<file path="src/rtl/exe_operand_stage.sv">
// ID->EX operand register feeding the 64-bit ALU: one-entry skid with MEM/WB
// forwarding, load-use stall and capture of retiring WB values while held.

module exe_operand_fwd #(
  parameter int XLEN      = 64,
  parameter int REG_IDX_W = 5
) (
  input  logic [REG_IDX_W-1:0] src_idx_i,
  input  logic [XLEN-1:0]      src_data_i,
  input  logic                 mem_rd_wen_i,
  input  logic [REG_IDX_W-1:0] mem_rd_idx_i,
  input  logic [XLEN-1:0]      mem_rd_data_i,
  input  logic                 mem_is_load_i,
  input  logic                 wb_rd_wen_i,
  input  logic [REG_IDX_W-1:0] wb_rd_idx_i,
  input  logic [XLEN-1:0]      wb_rd_data_i,
  output logic [XLEN-1:0]      fwd_data_o,
  output logic                 mem_load_hit_o,
  output logic                 wb_hit_o
);
  logic nz, mem_hit;

  assign nz             = (src_idx_i != '0);
  assign mem_hit        = nz && mem_rd_wen_i && (mem_rd_idx_i == src_idx_i);
  assign wb_hit_o       = nz && wb_rd_wen_i && (wb_rd_idx_i == src_idx_i);
  assign mem_load_hit_o = mem_hit && mem_is_load_i;

  // A load in MEM has no data yet, so it falls through to WB/stored.
  always_comb begin
    fwd_data_o = src_data_i;
    if (mem_hit && !mem_is_load_i) fwd_data_o = mem_rd_data_i;
    else if (wb_hit_o)             fwd_data_o = wb_rd_data_i;
  end
endmodule

module exe_operand_stage #(
  parameter int XLEN      = 64,
  parameter int REG_IDX_W = 5,
  parameter int SEL_W     = 5
) (
  input  logic                 clock,
  input  logic                 reset,
  input  logic                 in_valid,
  output logic                 in_ready,
  input  logic [XLEN-1:0]      in_pc,
  input  logic [XLEN-1:0]      in_imm,
  input  logic [REG_IDX_W-1:0] in_rs1_idx,
  input  logic [REG_IDX_W-1:0] in_rs2_idx,
  input  logic [XLEN-1:0]      in_rs1_data,
  input  logic [XLEN-1:0]      in_rs2_data,
  input  logic [1:0]           in_a_sel,
  input  logic                 in_b_sel,
  input  logic [SEL_W-1:0]     in_alu_sel,
  input  logic [REG_IDX_W-1:0] in_rd_idx,
  input  logic                 in_rd_wen,
  input  logic                 flush,
  input  logic                 mem_rd_wen,
  input  logic [REG_IDX_W-1:0] mem_rd_idx,
  input  logic [XLEN-1:0]      mem_rd_data,
  input  logic                 mem_is_load,
  input  logic                 wb_rd_wen,
  input  logic [REG_IDX_W-1:0] wb_rd_idx,
  input  logic [XLEN-1:0]      wb_rd_data,
  output logic                 out_valid,
  input  logic                 out_ready,
  output logic [XLEN-1:0]      alu_a,
  output logic [XLEN-1:0]      alu_b,
  output logic [SEL_W-1:0]     alu_sel,
  output logic [REG_IDX_W-1:0] out_rd_idx,
  output logic                 out_rd_wen,
  output logic [XLEN-1:0]      out_pc
);
  localparam int NSRC = 2;

  typedef struct packed {
    logic [XLEN-1:0]                 pc;
    logic [XLEN-1:0]                 imm;
    logic [NSRC-1:0][REG_IDX_W-1:0]  rs_idx;
    logic [NSRC-1:0][XLEN-1:0]       rs_data;
    logic [1:0]                      a_sel;
    logic                            b_sel;
    logic [SEL_W-1:0]                alu_sel;
    logic [REG_IDX_W-1:0]            rd_idx;
    logic                            rd_wen;
  } entry_t;

  entry_t ent_q, ent_d;
  logic   valid_q, valid_d;

  logic [NSRC-1:0][XLEN-1:0] fwd_data;
  logic [NSRC-1:0]           load_hit, wb_hit, used;
  logic                      hazard, fire, accept;

  for (genvar s = 0; s < NSRC; s++) begin : g_src
    exe_operand_fwd #(.XLEN(XLEN), .REG_IDX_W(REG_IDX_W)) u_fwd (
      .src_idx_i      (ent_q.rs_idx[s]),
      .src_data_i     (ent_q.rs_data[s]),
      .mem_rd_wen_i   (mem_rd_wen),
      .mem_rd_idx_i   (mem_rd_idx),
      .mem_rd_data_i  (mem_rd_data),
      .mem_is_load_i  (mem_is_load),
      .wb_rd_wen_i    (wb_rd_wen),
      .wb_rd_idx_i    (wb_rd_idx),
      .wb_rd_data_i   (wb_rd_data),
      .fwd_data_o     (fwd_data[s]),
      .mem_load_hit_o (load_hit[s]),
      .wb_hit_o       (wb_hit[s])
    );
  end

  // Only sources the operand mux actually selects can stall the entry.
  assign used[0] = (ent_q.a_sel == 2'b00) || (ent_q.a_sel == 2'b11);
  assign used[1] = !ent_q.b_sel;
  assign hazard  = valid_q && |(load_hit & used);

  assign out_valid = valid_q && !hazard && !flush;
  assign fire      = out_valid && out_ready;
  assign in_ready  = !valid_q || fire;
  assign accept    = in_valid && in_ready && !flush;

  always_comb begin
    alu_a = fwd_data[0];
    case (ent_q.a_sel)
      2'b01:   alu_a = ent_q.pc;
      2'b10:   alu_a = '0;
      default: alu_a = fwd_data[0];
    endcase
  end

  assign alu_b      = ent_q.b_sel ? ent_q.imm : fwd_data[1];
  assign alu_sel    = ent_q.alu_sel;
  assign out_rd_idx = ent_q.rd_idx;
  assign out_rd_wen = ent_q.rd_wen;
  assign out_pc     = ent_q.pc;

  always_comb begin
    valid_d = valid_q;
    ent_d   = ent_q;
    if (flush) begin
      valid_d = 1'b0;
    end else if (accept) begin
      valid_d          = 1'b1;
      ent_d.pc         = in_pc;
      ent_d.imm        = in_imm;
      ent_d.rs_idx[0]  = in_rs1_idx;
      ent_d.rs_idx[1]  = in_rs2_idx;
      ent_d.rs_data[0] = in_rs1_data;
      ent_d.rs_data[1] = in_rs2_data;
      ent_d.a_sel      = in_a_sel;
      ent_d.b_sel      = in_b_sel;
      ent_d.alu_sel    = in_alu_sel;
      ent_d.rd_idx     = in_rd_idx;
      ent_d.rd_wen     = in_rd_wen;
    end else if (fire) begin
      valid_d = 1'b0;
    end else if (valid_q) begin
      // A value retiring from WB while we wait would otherwise be lost.
      for (int s = 0; s < NSRC; s++)
        if (wb_hit[s]) ent_d.rs_data[s] = wb_rd_data;
    end
  end

  always_ff @(posedge clock) begin
    if (reset) begin
      valid_q <= 1'b0;
      ent_q   <= '0;
    end else begin
      valid_q <= valid_d;
      ent_q   <= ent_d;
    end
  end
endmodule
</file>
<file path="config.mk">
export PLATFORM = sky130hd
export DESIGN_NAME = exe_operand_stage
export DESIGN_NICKNAME = d
export VERILOG_FILES = /design/src/rtl/exe_operand_stage.sv
export SDC_FILE = /design/constraint.sdc
export NUM_CORES = 1
export LEC_CHECK = 0
export BUFFER_PORTS_ARGS = -buffer_cell sky130_fd_sc_hd__buf_2
export CAP_MARGIN = 20
export CORE_AREA = 3 3 247 249
export DETAILED_ROUTE_END_ITERATION = 10
export DIE_AREA = 0 0 250 252
export SYNTH_ARGS = -nofsm -noshare
export SYNTH_HDL_FRONTEND = slang
export SYNTH_HIERARCHICAL = 1
export SYNTH_SLANG_ARGS = --single-unit
</file>
<file path="constraint.sdc">
create_clock -name clock -period 3.1 [get_ports clock]
set_input_delay 0.31 -clock clock [delete_from_list [all_inputs] [get_ports clock]]
set_output_delay 0.31 -clock clock [all_outputs]
set_load 0.01 [all_outputs]
</file>
==> flow_summary.toml, run 1 <==
[finish]
final_cell_mix = "595 x buf_2, 431 x nand2_1, 281 x a21oi_1"
drive_gt1_frac = 0.371
design_area_um2 = 25700
seq_area_um2 = 5640
final_common_cell = "buf_2"
nets = 3441
multi_input_area_um2 = 9950
syn_to_final_growth_pct = 49.3
fillers = 5975

[timing]
tightest_slew_ns = 0.749
slew_headroom = 0.501
fin_crit_ns = 3.20
finClkSkew_ns = 0.0131
period_share = 1.03
clock.fmax_mhz = 313
maxSlewViolCount = 0
final.setup.worst_slack_ns = -0.0988
hold_viol_final = 0
tns_ns = -3.05
grt_setup_unrepaired = "yes"
finalSetupViolCount = 79

[setup_path]
r2r-end = "ent_q[38]"
crit_required_ns = 2.79
cp.arrival_ns = 2.89
reg2reg_from = "ent_q[146]"
crit_fanout = 8
critPathLaunchType = "register"
reg2regPathDepth = 11
ff2ff_setup_slack_ns = 0.10
crit_type = "reg -> out"
end_kind = "primary output"

[worst_hold_path]
hold_path_end = "out_pc[1]"
hold_depth = 3
hp-class = "in -> reg"
worstHoldStart = "in_pc[1]"

[power]
power.internal_mw = 8.30
seqPwrFrac = 0.332
p_per_area_nw_per_um2 = 473
p_sw_mw = 3.88
combPwrFrac = 0.279
swShare = 0.319
peakVddDrop_mv = 0.341
clkPwrFrac = 0.389
p_leak_nw = 11.2

[clock_network]
cts_tree = "built"
cts_buffers = 37
cts.sinks = 281
cts_max_level = 2
root_buffer = "clkbuf_16"
worstSkewPairLatency_ns = 0.55
clkTransAtPathRegs_ns = 0.06
clock_path_buffers = 3

[placed_design]
gp_congestion = 0.876
port_buffers = 630
place_hpwl_um = 55600
dpl-instance-area_um2 = 20600
pre_cts_ws_ns = 0.389

[floorplan]
die_w_um = 250
dieArea_um2 = 63000
io-pin-count = 631
coreArea_um2 = 58900
die_y_um = 252
num_rows = 89
initial_core_util = 0.293

[synthesis]
synth_nets = 2827
synth-simple-area-share = 0.199
synth_seq_cells = 281
synthArstFlopShare = 0
avgSynthCellArea_um2 = 7.18
synth_xor_area_frac = 0.0102
syn-cell-area_um2 = 17200
synthAdderAreaFrac = 0.000726
synth-warning-count = 6
synth_ff_type = "dfxtp_1"
yosysUniqueCellTypes = 34
synthMuxAreaShare = 0.0418
synth_top_family_by_area = "compound AO/OA/AOI/OAI gates"
yosysSeqAreaShare = 0.326
synth-edff-count = 0
synthCells = 2400
synth_compound_area_frac = 0.272

[global_routing]
grt_overflow = 0
grt_pass1_vias = 19700
grt_max_degree = 130
grt_pass1_wl_um = 129000
track_usage = 0.265
grt_antenna_before_repair = 20

[detailed_routing]
remaining_drc_errors = 0
routed_wl_um = 93100
drtIter0Drc = 1942
drt.antenna.violating_nets = 0
vias = 20900
drt_first_pass_iters = 6
viasPerCell = 5.46
wire_per_inst_um = 24.3

[job]
maxCapViolCount = 0

[outcome]
outcome = "finished, violations left"
violations = "negative setup slack"
synthesized netlist by cell type, types with 64 or more instances:
cell | instances | area, um2
nand2_1 | 433 | 1630
a21oi_1 | 281 | 1410
dfxtp_1 | 281 | 5630
inv_1 | 258 | 968
o21ai_0 | 157 | 786
clkbuf_1 | 144 | 541
a31oi_1 | 130 | 813
or3_1 | 130 | 813
nor4_1 | 128 | 801
o221a_2 | 128 | 1440
buf_4 | 86 | 646
buf_2 | 77 | 385
mux2_2 | 64 | 721
layer usage:
| layer | part of all wire | up-vias | track usage | routed length [um] |
|---|---|---|---|---|
| li1 | - | 9587 | - | - |
| met1 | 0.40 | 10000 | 0.340 | 37300 |
| met2 | 0.47 | 1124 | 0.441 | 43700 |
| met3 | 0.086 | 217 | 0.0508 | 8000 |
| met4 | 0.044 | 2 | 0.106 | 4080 |
| met5 | 0.00014 | - | 0 | 13 |
power by group through the flow:
| stage | sequential (mW) | clock [mW] | combinational, mW |
|---|---|---|---|
| floorplan | 4.05 | 0 | 1.46 |
| global placement | 4.10 | 0 | 2.46 |
| detailed placement | 4.10 | 0 | 2.48 |
| CTS | 4.03 | 4.82 | 3.03 |
| global route | 4.07 | 4.95 | 3.60 |
| finish | 4.04 | 4.74 | 3.40 |
state kept, by name, indices dropped and copies added, names as in the netlist:
name	count
alu_sel	5
ent_q	205
out_pc	64
out_rd_idx	5
out_rd_wen	1
valid_q	1
what timing repair did:
item	4_1_cts	5_1_grt
gates cloned	19	15
endpoints found under the setup margin	63	182
hold buffers	137	0
setup buffers	28	13
hold endpoints to repair	137	0
pin swaps	29	49
resized for setup	85	239
cell families after synthesis:
family                     Yosys count
AOI/OAI and AO/OA                  738
xor gates and xnor gates            20
adders and majority gates            1
buffers and inverters              575
DFF                                281
muxes                               64
and+or+nand+nor                    721
worst max-delay path, cell delays in order (launching register included):
cell,delay [ns]
dfxtp_4,0.36
or4_4,0.57
buf_6,0.14
nor2_4,0.19
or3_4,0.21
buf_12,0.13
clkbuf_16,0.20
a31oi_4,0.10
mux2_4,0.30
buf_6,0.12
how the worst max path moves through the flow:
stage,from,endpoint,slack [ns],depth (start not counted)
2_1_floorplan,ent_q[143],ent_q[100],0.54,9
3_3_place_gp,mem_rd_idx[2],alu_a[14],0.37,9
3_5_place_dp,mem_rd_idx[3],alu_a[14],0.39,9
4_1_cts,ent_q[145],alu_a[54],-0.08,11
5_1_grt,ent_q[147],alu_b[61],-0.18,8
6_report,ent_q[148],alu_b[46],-0.1,9
stage by stage:
step / hold slack (ns) / util / cells / power, mW
finish: 0.0413 / 0.437 / 3833 / 12.2
global route: 0.0266 / 0.437 / 3829 / 12.6
CTS: 0.000829 / 0.413 / 3789 / 11.9
detailed placement: 0.443 / 0.350 / 3540 / 6.58
global placement: 0.438 / 0.350 / 3540 / 6.57
floorplan: 0.389 / - / 2400 / 5.51
layout make-up:
class	instances	area share
multi-input cells	1545	0.387
repair buffers	891	0.266
flip-flops and latches	281	0.219
clock buffers	55	0.0438
inverters	258	0.0376
well taps	773	0.0376
clock inverters	11	0.00730
diodes	19	0.00185
(Power assumes the default switching activity.)
==> inputs of run 2 (changes only) <==
Settings changed: ABC_AREA set to 1, CORE_AREA 3 3 247 249 to 3 3 245 247, DIE_AREA 0 0 250 252 to 0 0 248 250.
==> run 2 against run 1 <==
  * The run now ends clean
  * First-iteration DRC count is 3.2% higher
  * Clock skew up 0.011 ns
  * Sequential power down 4%
  * Register-to-register slack better by 0.35 ns
  * Utilization decreased by 2.4 points
  * Sequential share of layout area is 1.6 points higher
  * Routed wire length is 7.7% lower
  * Critical path type unchanged
==> flow_summary.toml, run 2 <==
[detailed_routing]
vias = 22700
remaining_drc_errors = 0
drtIter0Drc = 2004
wire_per_inst_um = 18.6
routed_wl_um = 85900
drt_first_pass_iters = 6
viasPerCell = 4.91
drt.antenna.violating_nets = 0

[floorplan]
die_w_um = 248
initial_core_util = 0.329
dieArea_um2 = 62000
die_y_um = 250
io-pin-count = 631
num_rows = 88
coreArea_um2 = 57800

[synthesis]
synthDominantCellAreaShare = 0.295
yosysMostFrequentCell = "nand2_1"
synth_seq_cells = 281
synth_ff_type = "dfxtp_1"
synth-edff-count = 0
synth_nets = 3801
yosysSeqAreaShare = 0.295
yosys.area.top_type = "dfxtp_1"
synth_xor_area_frac = 0
synth_top_family_by_area = "simple AND/OR/NAND/NOR gates"
synthCells = 3374
avgSynthCellArea_um2 = 5.64
synth-simple-area-share = 0.432
synth_compound_area_frac = 0.0756
syn-cell-area_um2 = 19000
synthAdderAreaFrac = 0.000657
synthMuxAreaShare = 0
synth_common_cells = "1180 x nand2_1, 540 x nand3_1, 481 x inv_1, 281 x dfxtp_1, 268 x nor2_1"
yosysUniqueCellTypes = 22
netlist_top_cells_area = "dfxtp_1 30%, nand2_1 23%, nand3_1 14%, inv_1 9.5%, nor2_1 5.3%"
synth-warning-count = 6
synthArstFlopShare = 0

[finish]
top_register = "ent_q"
drive_gt1_frac = 0.203
design_area_um2 = 23900
final_common_cell = "nand2_1"
seq_area_um2 = 5630
fillers = 6457
final_cell_mix = "1176 x nand2_1, 629 x buf_2, 540 x nand3_1"
nets = 4233
multi_input_area_um2 = 9810
syn_to_final_growth_pct = 25.3
largest_reg_flops = 205

[placed_design]
gp_congestion = 0.888
dpl-instance-area_um2 = 22100
place_hpwl_um = 57100
port_buffers = 630

[power]
p_sw_mw = 3.21
swShare = 0.301
power.internal_mw = 7.46
p_leak_nw = 13.5
power_mw = 10.7
seqPwrFrac = 0.364
clkPwrFrac = 0.447
combPwrFrac = 0.189
p_per_area_nw_per_um2 = 447
peakVddDrop_mv = 0.397

[global_routing]
grt_overflow = 0
grt_max_degree = 130
grt_antenna_before_repair = 30
track_usage = 0.255
grt_pass1_wl_um = 123000
grt_pass1_vias = 20900

[timing]
grt_setup_unrepaired = "yes"
finalSetupViolCount = 0
finClkSkew_ns = 0.0238
clock.fmax_mhz = 334
slew_headroom = 0.529
maxSlewViolCount = 0
fin_crit_ns = 3.00
timing.hold.ws_ns = 0.0312
tightest_slew_ns = 0.706
period_share = 0.966
hold_viol_final = 0

[setup_path]
path_common_cell = "nand2_1"
crit_type = "reg -> out"
critPathLaunchType = "register"
end_kind = "primary output"
crit_required_ns = 2.79
slowest_stage = "dfxtp_1"
crit_chain = "inv_2, nand2_1, nand2_1, clkinv_1, nand2_1, nor2_4, nand2_4, buf_12, nand2_1, nand3_1, nand2_1, nand2_1, nand2_1, buf_2"
cp_num_buf_inv = 4
crit_fanout = 17
cp.arrival_ns = 2.69
slowest_delay_ns = 0.38
crit_family = "simple AND/OR/NAND/NOR gates"

[clock_network]
cts_tree = "built"
cts.sinks = 281
clkTransAtPathRegs_ns = 0.06
clock_path_buffers = 3
worstSkewPairLatency_ns = 0.55
cts_buffers = 38
cts_max_level = 2
root_buffer = "clkbuf_16"

[outcome]
outcome = "finished, final reports clean"

[worst_hold_path]
hp-class = "in -> reg"

[job]
maxCapViolCount = 0
run 2: layout make-up:
cell class / count / area share
clock buffers: 59 / 0.0495
inverters: 494 / 0.0781
diodes: 23 / 0.00241
multi-input cells: 2288 / 0.411
flip-flops and latches: 281 / 0.236
repair buffers: 703 / 0.177
clock inverters: 8 / 0.00603
well taps: 765 / 0.0401
run 2: power groups by stage:
stage | clock network [mW] | logic, mW | registers, mW
2_1_floorplan | 0 | 1.13 | 3.94
3_3_place_gp | 0 | 1.94 | 3.96
3_5_place_dp | 0 | 1.95 | 3.96
4_1_cts | 4.86 | 1.98 | 3.88
5_1_grt | 4.96 | 2.23 | 3.90
6_report | 4.77 | 2.01 | 3.89
run 2: path summary, 6_finish.rpt:
kind	start	to	slack [ns]	depth (start not counted)
setup / recovery	ent_q[145]	alu_a[36]	0.10	14
setup reg to reg	ent_q[147]	ent_q[46]	0.45	16
hold / removal	in_imm[24]	ent_q[176]	0.03	3
hold reg to reg	ent_q[189]	ent_q[189]	0.44	2
run 2: logic make-up (layout without fill, tap and decap cells):
logic type      count (synthesis)  count (layout)
compound gates                286             286
fa+ha+maj                       1               1
buf+inv                       806            1264
flops                         281             281
other cells                     0              23
simple gates                 2000            2001
run 2: worst register-to-register path, cell delays in order, from the launching register on:
cell and delay, ns:
dfxtp_1 0.40, inv_2 0.07, nand2_1 0.07, nand3_1 0.09, nor2_1 0.26, nand2_1 0.10, nor2_1 0.10, nand2_1 0.07
nand4_1 0.24, nand2_8 0.15, nand2_8 0.21, nand2_1 0.13, nand2_4 0.10, buf_12 0.27, nand2_1 0.18, nand2_1 0.07
nor2_1 0.04
run 2: routing by layer:
metal  wire length, um  vias up  GRT usage  part of all wire
met5                48        -          0           0.00056
met4              2800        8      0.101             0.033
met3              8140      166     0.0549             0.095
met2             39600     1057      0.415              0.46
met1             35300    10300      0.326              0.41
li1                  -    11100          -                 -
run 2: timing repair:
action | 4_1_cts | 5_1_grt
endpoints found under the setup margin | 0 | 41
hold buffers | 18 | 0
resized for setup | 0 | 9
endpoints found under the hold margin | 18 | 0
buffers inserted | 0 | 4
run 2: per-stage QoR:
| stage | setup slack [ns] | util | setup TNS [ns] | instances |
|---|---|---|---|---|
| floorplan | 1.15 | - | 0 | 3374 |
| global placement | 0.509 | 0.383 | 0 | 4506 |
| detailed placement | 0.496 | 0.383 | 0 | 4506 |
| CTS | 0.0159 | 0.409 | 0 | 4591 |
| global route | -0.0493 | 0.413 | -0.122 | 4618 |
| finish | 0.105 | 0.413 | 0 | 4621 |
==> inputs of run 3 (changes only) <==
Clock period 3.1 ns to 3.2 ns, I/O delays scaled along.
==> run 3 against run 2 <==
  * Clock power decreased by 6.5%
  * Global-route usage shrank 0.060 points
  * First-iteration DRC count is 2.6% lower
  * Register-to-register slack got worse by 0.02 ns
  * Critical endpoint unchanged
  * Critical path depth fell by 3
  * Sequential power fell by 3%
  * Count of clock-buffer cells in the layout shrank 3
  * Cell count shrank 0.58%
  * Routed wire length is 2.8% lower
  * Largest power group unchanged
==> flow_summary.toml, run 3 (synthesis gave the netlist of run 2 again) <==
[finish]
design_area_um2 = 23400
seq_area_um2 = 5630
multi_input_area_um2 = 9790
drive_gt1_frac = 0.201
syn_to_final_growth_pct = 23.1
final_cell_mix = "1176 x nand2_1, 629 x buf_2, 540 x nand3_1"
fillers = 6522
final_cells = 4594
top_register = "ent_q"
final_common_cell = "nand2_1"
nets = 4208
largest_reg_flops = 205
final_util = 0.405

[timing]
fin_crit_ns = 3.01
finalSetupViolCount = 0
maxSlewViolCount = 0
tns_ns = 0
final.setup.worst_slack_ns = 0.189
tightest_slew_ns = 0.769
period_share = 0.941
grt_setup_unrepaired = "no"
slew_headroom = 0.488
clock.fmax_mhz = 332
finClkSkew_ns = 0.0110
hold_viol_final = 0

[setup_path]
cp.arrival_ns = 2.69
path_common_cell = "nand2_1"
critPathLaunchType = "register"
slowest_stage = "buf_4"
end_kind = "primary output"
reg2reg_from = "ent_q[151]"
crit_family = "simple AND/OR/NAND/NOR gates"
crit_type = "reg -> out"
crit_chain = "inv_1, nand3_1, nor2_2, nor2_2, nand3_4, buf_4, nand3_1, nand2_1, nand2_1, nand2_1, buf_2"
cp_num_buf_inv = 3
crit_required_ns = 2.88
reg2regPathDepth = 17
slowest_delay_ns = 0.39
ff2ff_setup_slack_ns = 0.43
r2r-end = "ent_q[79]"
crit_fanout = 30

[power]
seqPwrFrac = 0.372
swShare = 0.303
combPwrFrac = 0.188
clkPwrFrac = 0.441
p_sw_mw = 3.07
power.internal_mw = 7.06
peakVddDrop_mv = 0.362
p_leak_nw = 13.3
p_per_area_nw_per_um2 = 432

[clock_network]
cts.sinks = 281
clock_path_buffers = 3
cts_max_level = 2
worstSkewPairLatency_ns = 0.54
cts_tree = "built"
cts_buffers = 38
clkTransAtPathRegs_ns = 0.06
root_buffer = "clkbuf_16"
postCtsSetupBuffers = 0

[floorplan]
initial_core_util = 0.329
num_rows = 88
dieArea_um2 = 62000
die_w_um = 248
die_y_um = 250
coreArea_um2 = 57800
io-pin-count = 631

[worst_hold_path]
hold_depth = 3
hold_path_end = "out_pc[42]"
worstHoldStart = "in_pc[42]"
hp-class = "in -> reg"

[global_routing]
grt_overflow = 0
grt_pass1_wl_um = 122000
grt_max_degree = 137
track_usage = 0.254
grt_pass1_vias = 20300
grt_antenna_before_repair = 22

[detailed_routing]
drtIter0Drc = 1952
wire_per_inst_um = 18.2
drt_first_pass_iters = 6
drt.antenna.violating_nets = 0
remaining_drc_errors = 0
routed_wl_um = 83400
viasPerCell = 4.83
vias = 22200

[placed_design]
dpl-instance-area_um2 = 22000
place_hpwl_um = 56400
pre_cts_ws_ns = 0.444
port_buffers = 630
gp_congestion = 0.896
dp.cells = 4500

[outcome]
outcome = "finished, final reports clean"

[job]
maxCapViolCount = 0
-- run 3: changes by cell type in the layout (fill, tap and decap cells not counted), moves of 2 or more --
cell | before | now
clkbuf_8 | 13 | 10
clkinv_2 | 4 | 9
diode_2 | 23 | 19
buf_6 | 2 | 0
clkbuf_16 | 42 | 40
buf_12 | 30 | 23
dlygate4sd3_1 | 18 | 5
-- run 3: worst max path at each step --
stage / startpoint / endpoint / slack, ns / cells after the start
floorplan: ent_q[148] / out_pc[10] / 1.25 / 17
global placement: mem_rd_idx[1] / ent_q[16] / 0.46 / 17
detailed placement: mem_rd_idx[4] / ent_q[16] / 0.44 / 18
CTS: ent_q[146] / in_ready / 0.05 / 11
global route: ent_q[146] / alu_a[36] / 0.006 / 11
finish: ent_q[146] / alu_a[36] / 0.19 / 11
-- run 3: worst min-delay path, stage by stage --
cell and delay (ns):
buf_2 0.09, nand3_1 0.07, a21oi_1 0.06
-- run 3: per-layer routing --
| metal | vias up | part of all wire | GRT usage |
|---|---|---|---|
| li1 | 11100 | - | - |
| met1 | 10000 | 0.42 | 0.338 |
| met2 | 963 | 0.46 | 0.411 |
| met3 | 144 | 0.091 | 0.0465 |
| met4 | 8 | 0.030 | 0.0894 |
| met5 | - | 0.00066 | 0 |
-- run 3: cell type report --
cell class	instances	share of cell area
diodes	19	0.00203
clock inverters	13	0.00646
clock buffers	56	0.0486
repair buffers	679	0.165
multi-input cells	2287	0.418
inverters	494	0.0795
well taps	765	0.0408
flip-flops and latches	281	0.240
-- run 3: through the flow --
| stage | power (mW) | hold slack [ns] |
|---|---|---|
| detailed placement | 5.71 | 0.437 |
| global placement | 5.70 | 0.432 |
| CTS | 10.2 | 0.000545 |
| floorplan | 4.91 | 0.398 |
| finish | 10.1 | 0.0469 |
| global route | 10.6 | 0.0315 |
-- run 3: what timing repair did --
| action | in CTS | in global routing |
|---|---|---|
| hold endpoints to repair | 5 | 0 |
| endpoints found under the setup margin | 0 | 5 |
| gates resized for setup | 0 | 2 |
| hold buffers | 5 | 0 |
-- run 3: power groups by stage --
stage                     clock [mW]  combinational, mW  sequential [mW]
after floorplan                    0               1.10             3.81
after detailed placement           0               1.87             3.84
after global routing            4.71               2.10             3.78
final                           4.46               1.90             3.76
after CTS                       4.58               1.88             3.76
after global placement             0               1.86             3.83
